## config.mk

```make
export PLATFORM = sky130hd
export DESIGN_NAME = bp_coh_channel_concentrator
export DESIGN_NICKNAME = d
export VERILOG_FILES = /design/src/rtl/bp_coh_channel_concentrator.sv
export SDC_FILE = /design/constraint.sdc
export NUM_CORES = 1
export LEC_CHECK = 0
export CELL_PAD_IN_SITES_DETAIL_PLACEMENT = 0
export CELL_PAD_IN_SITES_GLOBAL_PLACEMENT = 1
export CORE_AREA = 2 2 256 258
export DETAILED_ROUTE_END_ITERATION = 10
export DIE_AREA = 0 0 258 260
export GPL_TIMING_DRIVEN = 0
export MAX_ROUTING_LAYER = met4
export PLACE_DENSITY = 0.51
export SLEW_MARGIN = 25
export SYNTH_ARGS = -nofsm -noshare
export SYNTH_HDL_FRONTEND = slang
export SYNTH_SLANG_ARGS = --single-unit
```

## constraint.sdc

```tcl
create_clock -name clk_i -period 5.3 [get_ports clk_i]
set_input_delay 0.53 -clock clk_i [delete_from_list [all_inputs] [get_ports clk_i]]
set_output_delay 0.53 -clock clk_i [all_outputs]
set_load 0.02 [all_outputs]
```

## src/rtl/bp_coh_channel_concentrator.sv

```systemverilog
// Multiplexes els_p wormhole coherence channels onto one ready-and link and
// demultiplexes the reverse link through a single-entry buffer.
module bp_coh_channel_concentrator #(
  parameter int els_p        = 4,
  parameter int flit_width_p = 64,
  parameter int len_width_p  = 4,
  parameter int len_pos_p    = 0,
  parameter int rr_p         = 1,
  localparam int cid_width_lp = (els_p > 1) ? $clog2(els_p) : 1
) (
  input  logic                                clk_i,
  input  logic                                reset_i,
  input  logic [els_p*flit_width_p-1:0]       tile_data_i,
  input  logic [els_p-1:0]                    tile_v_i,
  output logic [els_p-1:0]                    tile_ready_and_o,
  output logic [els_p*flit_width_p-1:0]       tile_data_o,
  output logic [els_p-1:0]                    tile_v_o,
  input  logic [els_p-1:0]                    tile_ready_and_i,
  output logic [cid_width_lp+flit_width_p-1:0] net_data_o,
  output logic                                net_v_o,
  input  logic                                net_ready_and_i,
  input  logic [cid_width_lp+flit_width_p-1:0] net_data_i,
  input  logic                                net_v_i,
  output logic                                net_ready_and_o,
  output logic                                err_o
);

  // TX state
  logic                    lock_q, lock_d;
  logic [len_width_p-1:0]  cnt_q, cnt_d;
  logic [cid_width_lp-1:0] gnt_q, gnt_d;
  logic [cid_width_lp-1:0] ptr_q, ptr_d;

  // RX state
  logic                    buf_v_q, buf_v_d;
  logic [cid_width_lp-1:0] buf_cid_q, buf_cid_d;
  logic [flit_width_p-1:0] buf_flit_q, buf_flit_d;
  logic                    err_q, err_d;

  int                      g;
  int                      idx;
  logic                    found;
  logic                    tx_hs;
  logic [flit_width_p-1:0] sel_flit;
  logic [len_width_p-1:0]  hdr_len;

  logic                    buf_bad;
  logic                    drain;
  logic                    capture;

  always_ff @(posedge clk_i) begin
    if (reset_i) begin
      lock_q     <= 1'b0;
      cnt_q      <= '0;
      gnt_q      <= '0;
      ptr_q      <= '0;
      buf_v_q    <= 1'b0;
      buf_cid_q  <= '0;
      buf_flit_q <= '0;
      err_q      <= 1'b0;
    end else begin
      lock_q     <= lock_d;
      cnt_q      <= cnt_d;
      gnt_q      <= gnt_d;
      ptr_q      <= ptr_d;
      buf_v_q    <= buf_v_d;
      buf_cid_q  <= buf_cid_d;
      buf_flit_q <= buf_flit_d;
      err_q      <= err_d;
    end
  end

  // Arbitration: a locked channel owns the link even while its valid is low.
  always_comb begin
    g     = 0;
    idx   = 0;
    found = 1'b0;
    if (lock_q) begin
      g     = int'(gnt_q);
      found = tile_v_i[g];
    end else begin
      for (int i = 0; i < els_p; i++) begin
        if (rr_p != 0) begin
          idx = int'(ptr_q) + i;
          if (idx >= els_p) idx = idx - els_p;
        end else begin
          idx = i;
        end
        if (!found && tile_v_i[idx]) begin
          found = 1'b1;
          g     = idx;
        end
      end
    end
  end

  always_comb begin
    sel_flit         = tile_data_i[g*flit_width_p +: flit_width_p];
    hdr_len          = sel_flit[len_pos_p +: len_width_p];
    net_v_o          = found && !reset_i;
    net_data_o       = {cid_width_lp'(g), sel_flit};
    tile_ready_and_o = '0;
    if (!reset_i && (lock_q || found)) tile_ready_and_o[g] = net_ready_and_i;
    tx_hs            = net_v_o && net_ready_and_i;
  end

  always_comb begin
    lock_d = lock_q;
    cnt_d  = cnt_q;
    gnt_d  = gnt_q;
    ptr_d  = ptr_q;
    if (tx_hs) begin
      if (lock_q) begin
        cnt_d = cnt_q - len_width_p'(1);
        if (cnt_q == len_width_p'(1)) lock_d = 1'b0;
      end else begin
        if (hdr_len != '0) begin
          lock_d = 1'b1;
          cnt_d  = hdr_len;
          gnt_d  = cid_width_lp'(g);
        end
        if (rr_p != 0) ptr_d = cid_width_lp'((g == els_p - 1) ? 0 : g + 1);
      end
    end
  end

  // RX: out-of-range ids are dropped without ever being presented.
  always_comb begin
    buf_bad         = buf_v_q && (int'(buf_cid_q) >= els_p);
    drain           = buf_v_q && (buf_bad || tile_ready_and_i[buf_cid_q]);
    net_ready_and_o = !reset_i && (!buf_v_q || drain);
    capture         = net_v_i && net_ready_and_o;

    buf_v_d    = capture || (buf_v_q && !drain);
    buf_cid_d  = capture ? net_data_i[flit_width_p +: cid_width_lp] : buf_cid_q;
    buf_flit_d = capture ? net_data_i[flit_width_p-1:0] : buf_flit_q;
    err_d      = err_q ||
                 (capture && (int'(net_data_i[flit_width_p +: cid_width_lp]) >= els_p));

    tile_v_o = '0;
    if (!reset_i && buf_v_q && !buf_bad) tile_v_o[buf_cid_q] = 1'b1;
    tile_data_o = {els_p{buf_flit_q}};
    err_o       = err_q;
  end

endmodule

```

==> results of run 1 <==
## per-stage QoR
stage / cells / cell area [µm²] / setup slack [ns] / util (%) / TNS, ns
floorplan: 933 / 7320 / 1.12 / - / 0
global route: 2478 / 15400 / -0.00347 / 24.1 / -0.00347
finish: 2480 / 15400 / 0.273 / 24.1 / 0
global placement: 2452 / 15000 / -0.709 / 23.5 / -28.17
CTS: 2468 / 15400 / -0.0432 / 24.0 / -0.0432
detailed placement: 2452 / 15000 / -0.707 / 23.5 / -28.90
## routing by layer
layer	GRT usage [%]	vias up
met3	3.48	34
met1	13.6	4024
li1	-	4429
met2	26.8	431
met4	4.51	0
met5	-	-
## how the worst min path moves through the flow
| stage | end | cells past startpoint | start |
|---|---|---|---|
| 3_5_place_dp | buf_flit_q[61] | 2 | buf_flit_q[61] |
| 4_1_cts | buf_flit_q[61] | 2 | buf_flit_q[61] |
| 6_report | buf_flit_q[61] | 2 | buf_flit_q[61] |
| 2_1_floorplan | gnt_q[0] | 2 | gnt_q[0] |
| 3_3_place_gp | gnt_q[0] | 2 | gnt_q[0] |
| 5_1_grt | buf_flit_q[57] | 2 | buf_flit_q[57] |
## state kept, by name, indices dropped and copies added, names as in the netlist
signal / flops
gnt_q: 2
lock_q: 1
buf_v_q: 1
ptr_q: 2
cnt_q: 4
buf_flit_q: 64
buf_cid_q: 2
## logic make-up (layout without fill, tap and decap cells)
family / after synthesis / after routing / synth area share [%]
AND/OR/NAND/NOR: 329 / 329 / 24.6
buffers and inverters: 276 / 957 / 24.7
AO/OA/AOI/OAI: 161 / 161 / 16.5
multiplexers: 79 / 79 / 11.5
flip-flops: 76 / 76 / 20.8
adder cells (fa/ha/maj): 11 / 11 / 1.88
other: 1 / 12 / 0.0512
## critical path, stage by stage, from the launching register on
cell             delay (ns)
dfxtp_1                0.40
clkbuf_4               0.24
inv_1                  0.12
ha_1                   0.29
buf_2                  0.17
buf_2                  0.24
mux2i_1                0.22
nor4_1                 0.08
a2111oi_2              0.38
a32oi_4                0.23
buf_6                  0.21
buf_4                  0.18
buf_4                  0.20
inv_1                  0.15
ha_1                   0.23
and2_1                 0.14
clkdlybuf4s50_1        0.65
## where the power goes
group | internal, mW | total [mW] | switching [mW]
Sequential | 0.621 | 0.703 | 0.0822
Combinational | 1.32 | 2.93 | 1.61
Clock | 0.421 | 0.713 | 0.291
## synthesized netlist by cell type, types with 2 or more instances
library cell,number
buf_4,201
nand2_1,142
a211oi_1,122
dfxtp_1,76
mux2i_1,73
nand3b_1,68
nor2b_1,62
clkbuf_1,45
ha_1,11
a21oi_1,10
buf_1,10
nor2_1,10
buf_2,9
inv_1,8
and2_1,7
nand3_1,7
nand2b_1,6
o21ai_0,6
nor3_1,5
mux4_2,4
o22ai_1,4
or3_1,4
nor4b_1,3
nor4bb_1,3
a32oi_1,2
and3_1,2
clkinv_1,2
mux2_2,2
nor4_1,2
o22ai_2,2
## area by class of cell
cell class	instances	area, µm²	share of cell area, %
Inverter	10	38.8	0.251
Antenna cell	11	27.5	0.178
Multi-Input combinational cell	581	4060	26.3
Timing Repair Buffer	665	6590	42.6
Buffer	266	1810	11.7
Sequential cell	76	1520	9.86
Clock buffer	9	225	1.46
Clock inverter	7	105	0.680
Tap cell	855	1070	6.92
## what timing repair did
action                     CTS  global route
gates resized for setup     91            12
pin swaps                    0             2
setup endpoints to repair   70            32
cloned                       0             0
setup buffers                0             1
hold endpoints to repair     0             0
==> reports/metrics.cfg, run 1 <==
[cts]
cts.sink_count = 76
cts_buffers = 9
clock_latency_ns = 0.36
cts_hold_buf = 0
cts.htree.levels = 3
cts_tree = built
cts-root-buf = clkbuf_16
cts_buffer_depth = 2
clk_pin_slew_worst_paths_ns = 0.07

[sta]
period_share_pct = 94.8
relSlewSlack_pct = 45.3
setup_violations = 0
whs_ns = 0.524
tightestPinTransition_ns = 0.820
timing.fmax_mhz = 199
drv_slew = 0
min_period_ns = 5.03
hold_violations = 0
fin_skew_ns = 0.0107

[critical_path]
start_kind = flop
timing.rr.start = ptr_q[1]
crit_fanout = 10
reg2reg_slack_ns = 1.27
crit_arrival_ns = 4.50
cp.required_ns = 4.77
critPathKind = flop to primary output
r2r_cells = 13
end_kind = primary output
cp-startpoint = ptr_q[1]
worstSetupEndpoint = tile_ready_and_o[3]
r2r_end = lock_q

[grt]
grt_max_degree = 16
grt_pass1_wl_um = 65800
grt-ovfl-total = 0
first_global_vias = 9273
grtUsageTotal_pct = 14.0
antenna_found_initial = 14

[floorplan]
die_area_um2 = 67100
die_h_um = 260
die_w_um = 258
initial_core_util_pct = 11.4
row_count = 93
ios = 667
core_area_um2 = 64100

[detailed_routing]
drt-met1-wl_um = 17100
dr_wl_met3_um = 3150
first_pass_iters = 4
drc = 0
top_layer = met4
postRouteAntennaNets = 0
drtIter0Drc = 186
wl_met2_um = 26600
drt_wl_total_um = 47600
via_per_inst = 3.60
wl_per_cell_um = 19.2
vias = 8918

[finish]
syn2layout_area_growth_pct = 111
final_layout_size_suffix_gt1_share_pct = 16.5
final_cell_mix = clkdlybuf4s50_1 (602), buf_4 (208), nand2_1 (142), a211oi_1 (120), dfxtp_1 (75)
final_common_cell = clkdlybuf4s50_1
fillerInstances = 6983
layout.nets = 1954

[yosys]
synth_top_cell_by_area = dfxtp_1
synthArstFlopShare_pct = 0
ys_top_cells_by_area = dfxtp_1 (21%), buf_4 (21%), a211oi_1 (13%)
syn_avg_cell_area_um2 = 7.85
synth_top_area_share_pct = 20.8
synth_edf_count = 0
ys_seq_area_share_pct = 20.8
mappedNetlistArea_um2 = 7320
syn_nets = 1278
yosys_warnings = 0
ys_seq_elements = 76
synthCells = 933
synth_flop_cell = dfxtp_1
synth_cell_types = 55

[place]
gp_congestion = 0.807
io_buffers = 664
dpl.hpwl_um = 41400

[run]
cap_violations = 0

[min_path]
min_path_type = flop to flop

[status]
status = finished, final reports clean

[power]
ir_drop_v = 0.000142
power_per_cell_area_nw_per_um2 = 281
power_leakage_nw = 6.33
finalPower_mw = 4.35

No activity file was read; power rests on OpenSTA's default activity.
==> run 2: changes to the inputs <==
--- a/config.mk
+++ b/config.mk
@@ -8,6 +8,7 @@
 export CELL_PAD_IN_SITES_DETAIL_PLACEMENT = 0
 export CELL_PAD_IN_SITES_GLOBAL_PLACEMENT = 1
 export CORE_AREA = 2 2 256 258
+export CTS_CLUSTER_SIZE = 30
 export DETAILED_ROUTE_END_ITERATION = 10
 export DIE_AREA = 0 0 258 260
 export GPL_TIMING_DRIVEN = 0
==> results of run 2 <==
Same layout as run 1: the final DEF is identical, and so are final timing and power.
==> run 3: changes to the inputs <==
--- a/config.mk
+++ b/config.mk
@@ -8,13 +8,14 @@
 export CELL_PAD_IN_SITES_DETAIL_PLACEMENT = 0
 export CELL_PAD_IN_SITES_GLOBAL_PLACEMENT = 1
 export CORE_AREA = 2 2 256 258
+export CTS_BUF_LIST = sky130_fd_sc_hd__clkbuf_4
 export CTS_CLUSTER_SIZE = 30
 export DETAILED_ROUTE_END_ITERATION = 10
 export DIE_AREA = 0 0 258 260
 export GPL_TIMING_DRIVEN = 0
 export MAX_ROUTING_LAYER = met4
 export PLACE_DENSITY = 0.51
-export SLEW_MARGIN = 25
+export SETUP_SLACK_MARGIN = 0.1
 export SYNTH_ARGS = -nofsm -noshare
 export SYNTH_HDL_FRONTEND = slang
 export SYNTH_SLANG_ARGS = --single-unit
==> reports/metrics.cfg, run 3 (same netlist as run 1, synthesis figures left out) <==
[sta]
min_period_ns = 4.97
setup_violations = 0
whs_ns = 0.521
rsz0062_at_grt = true
worst_slack_ns = 0.326
hold_violations = 0
relSlewSlack_pct = 43.1
period_share_pct = 93.8
fin_skew_ns = 0.0296
tightestPinTransition_ns = 0.853
timing.fmax_mhz = 201
drv_slew = 0

[min_path]
min_path_type = primary input to flop
whs_path_depth = 3
holdCritStartpoint = net_data_i[10]
min_to = buf_flit_q[10]

[place]
gp_congestion = 0.807
place_ws_ns = -0.707
io_buffers = 664
dpl.hpwl_um = 41400

[detailed_routing]
drtIter0Drc = 173
vias = 8956
drt_wl_total_um = 47700
wl_per_cell_um = 19.3
postRouteAntennaNets = 0
first_pass_iters = 5
drc = 0
via_per_inst = 3.61

[critical_path]
end_kind = primary output
timing.rr.start = ptr_q[1]
critical_path.max_stage_delay_ns = 0.53
reg2reg_slack_ns = 1.30
crit_chain = buf_4 -> inv_1 -> ha_1 -> buf_2 -> mux4_2 -> or3b_4 -> a2111oi_4 -> or3_1 -> clkbuf_1 -> clkbuf_1 -> a211oi_1 -> dlygate4sd2_1
start_kind = flop
cp.required_ns = 4.77
crit_fanout = 10
critPathKind = flop to primary output
cp_top_family = buffers and inverters
r2r_cells = 15
r2r_end = lock_q
crit_arrival_ns = 4.44
crit_slowest_cell = clkbuf_1
critPathBufInv = 6
cpMostUsedCell = clkbuf_1

[grt]
first_global_vias = 9353
grt_pass1_wl_um = 66400
grtUsageTotal_pct = 14.0
grt-ovfl-total = 0
grt_max_degree = 16
antenna_found_initial = 12

[cts]
clock_latency_ns = 0.52
cts_tree = built
cts-root-buf = clkbuf_4
cts_buffers = 9
clk_pin_slew_worst_paths_ns = 0.16
cts.sink_count = 76
cts.htree.levels = 3
cts_hold_buf = 0
cts_buffer_depth = 2

[power]
p_seq_share_pct = 16.9
ir_drop_v = 0.000140
intPower_mw = 2.17
switching_power_mw = 2.00
combPwrFrac_pct = 71.9
swShare_pct = 48.0
power_leakage_nw = 6.33
clock_power_share_pct = 11.2
power_per_cell_area_nw_per_um2 = 271

[finish]
final_layout_size_suffix_gt1_share_pct = 18.9
layout.nets = 1956
final_cell_mix = clkdlybuf4s50_1 (596), buf_4 (209), nand2_1 (142), a211oi_1 (103), dfxtp_1 (74)
largest_register_ffs = 64
final_common_cell = clkdlybuf4s50_1
regMostFlops = buf_flit_q
top_regs = buf_flit_q: 64 flops, cnt_q: 4 flops
syn2layout_area_growth_pct = 111

[floorplan]
initial_core_util_pct = 11.4
die_area_um2 = 67100
row_count = 93
ios = 667
die_h_um = 260
die_w_um = 258
core_area_um2 = 64100

[run]
cap_violations = 0

[status]
status = finished, final reports clean

[run 3: changes by cell type in the layout (fill, tap and decap cells not counted), moves of 3 or more]
cell	change
a211oi_1	-17
a211oi_2	+15
clkbuf_1	-5
clkbuf_16	-9
clkbuf_2	+14
clkbuf_4	+10
clkdlybuf4s15_1	+4
clkdlybuf4s50_1	-6
diode_2	-3
dlygate4sd2_1	-14
o22ai_2	-4
o22ai_4	+4
[run 3: timing repair]
action	in CTS	in global routing
cloned	0	0
buffers inserted	2	1
gates resized for setup	121	71
pin swaps	3	1
endpoints found under the setup margin	70	69
[run 3: worst register-to-register path: cells and delay by family (launching register included)]
family / cells / cell delay [ns]
fa+ha+maj: 1 / 0.29
buf+inv: 5 / 0.91
simple gates: 3 / 0.72
flops: 1 / 0.39
mux: 2 / 0.65
compound gates: 4 / 0.91
[run 3: power groups by stage]
stage          clock network [mW]  logic (mW)  registers [mW]
2_1_floorplan                   0        1.55           0.731
3_3_place_gp                    0        3.11           0.717
3_5_place_dp                    0        3.10           0.721
4_1_cts                     0.496        3.04           0.708
5_1_grt                     0.514        3.23           0.717
6_report                    0.467        3.00           0.704
[run 3: per-stage QoR]
stage                     utilization [%]  setup TNS, ns  instances  power [mW]  cell area, µm²
after global routing                 24.1              0       2477        4.46           15400
final                                24.1              0       2479        4.18           15400
after CTS                            23.9         -0.142       2470        4.24           15300
after global placement               23.5         -28.17       2452        3.83           15000
after detailed placement             23.5         -28.90       2452        3.82           15000
after floorplan                         -              0        933        2.28            7320
[run 3: final cells by class]
type                       count  area [µm²]
timing repair buffer         667        6570
multi-input combinational    581        4210
tap                          855        1070
antenna                        8        20.0
fill                        6989       48700
sequential                    76        1520
clock inverter                 7         105
clock buffer                   9        67.6
inverter                      10        38.8
buffer                       266        1830
[run 3: worst max-delay path by stage]
stage	start	to	slack (ns)	cells after the start
finish	ptr_q[1]	net_data_o[59]	0.33	12
global route	ptr_q[1]	net_data_o[53]	0.05	16
CTS	ptr_q[1]	tile_ready_and_o[3]	-0.14	14
detailed placement	ptr_q[0]	tile_ready_and_o[3]	-0.71	13
global placement	ptr_q[0]	tile_ready_and_o[3]	-0.71	13
floorplan	ptr_q[0]	net_data_o[13]	1.12	12
[run 3: metal layers]
layer  GRT usage [%]  part of all wire, %  vias to the layer above
met4            3.85                  1.7                        0
met5               -                    0                        -
met2            27.3                   56                      427
li1                -                    -                     4428
met1            13.7                   36                     4064
met3            3.39                  6.5                       37
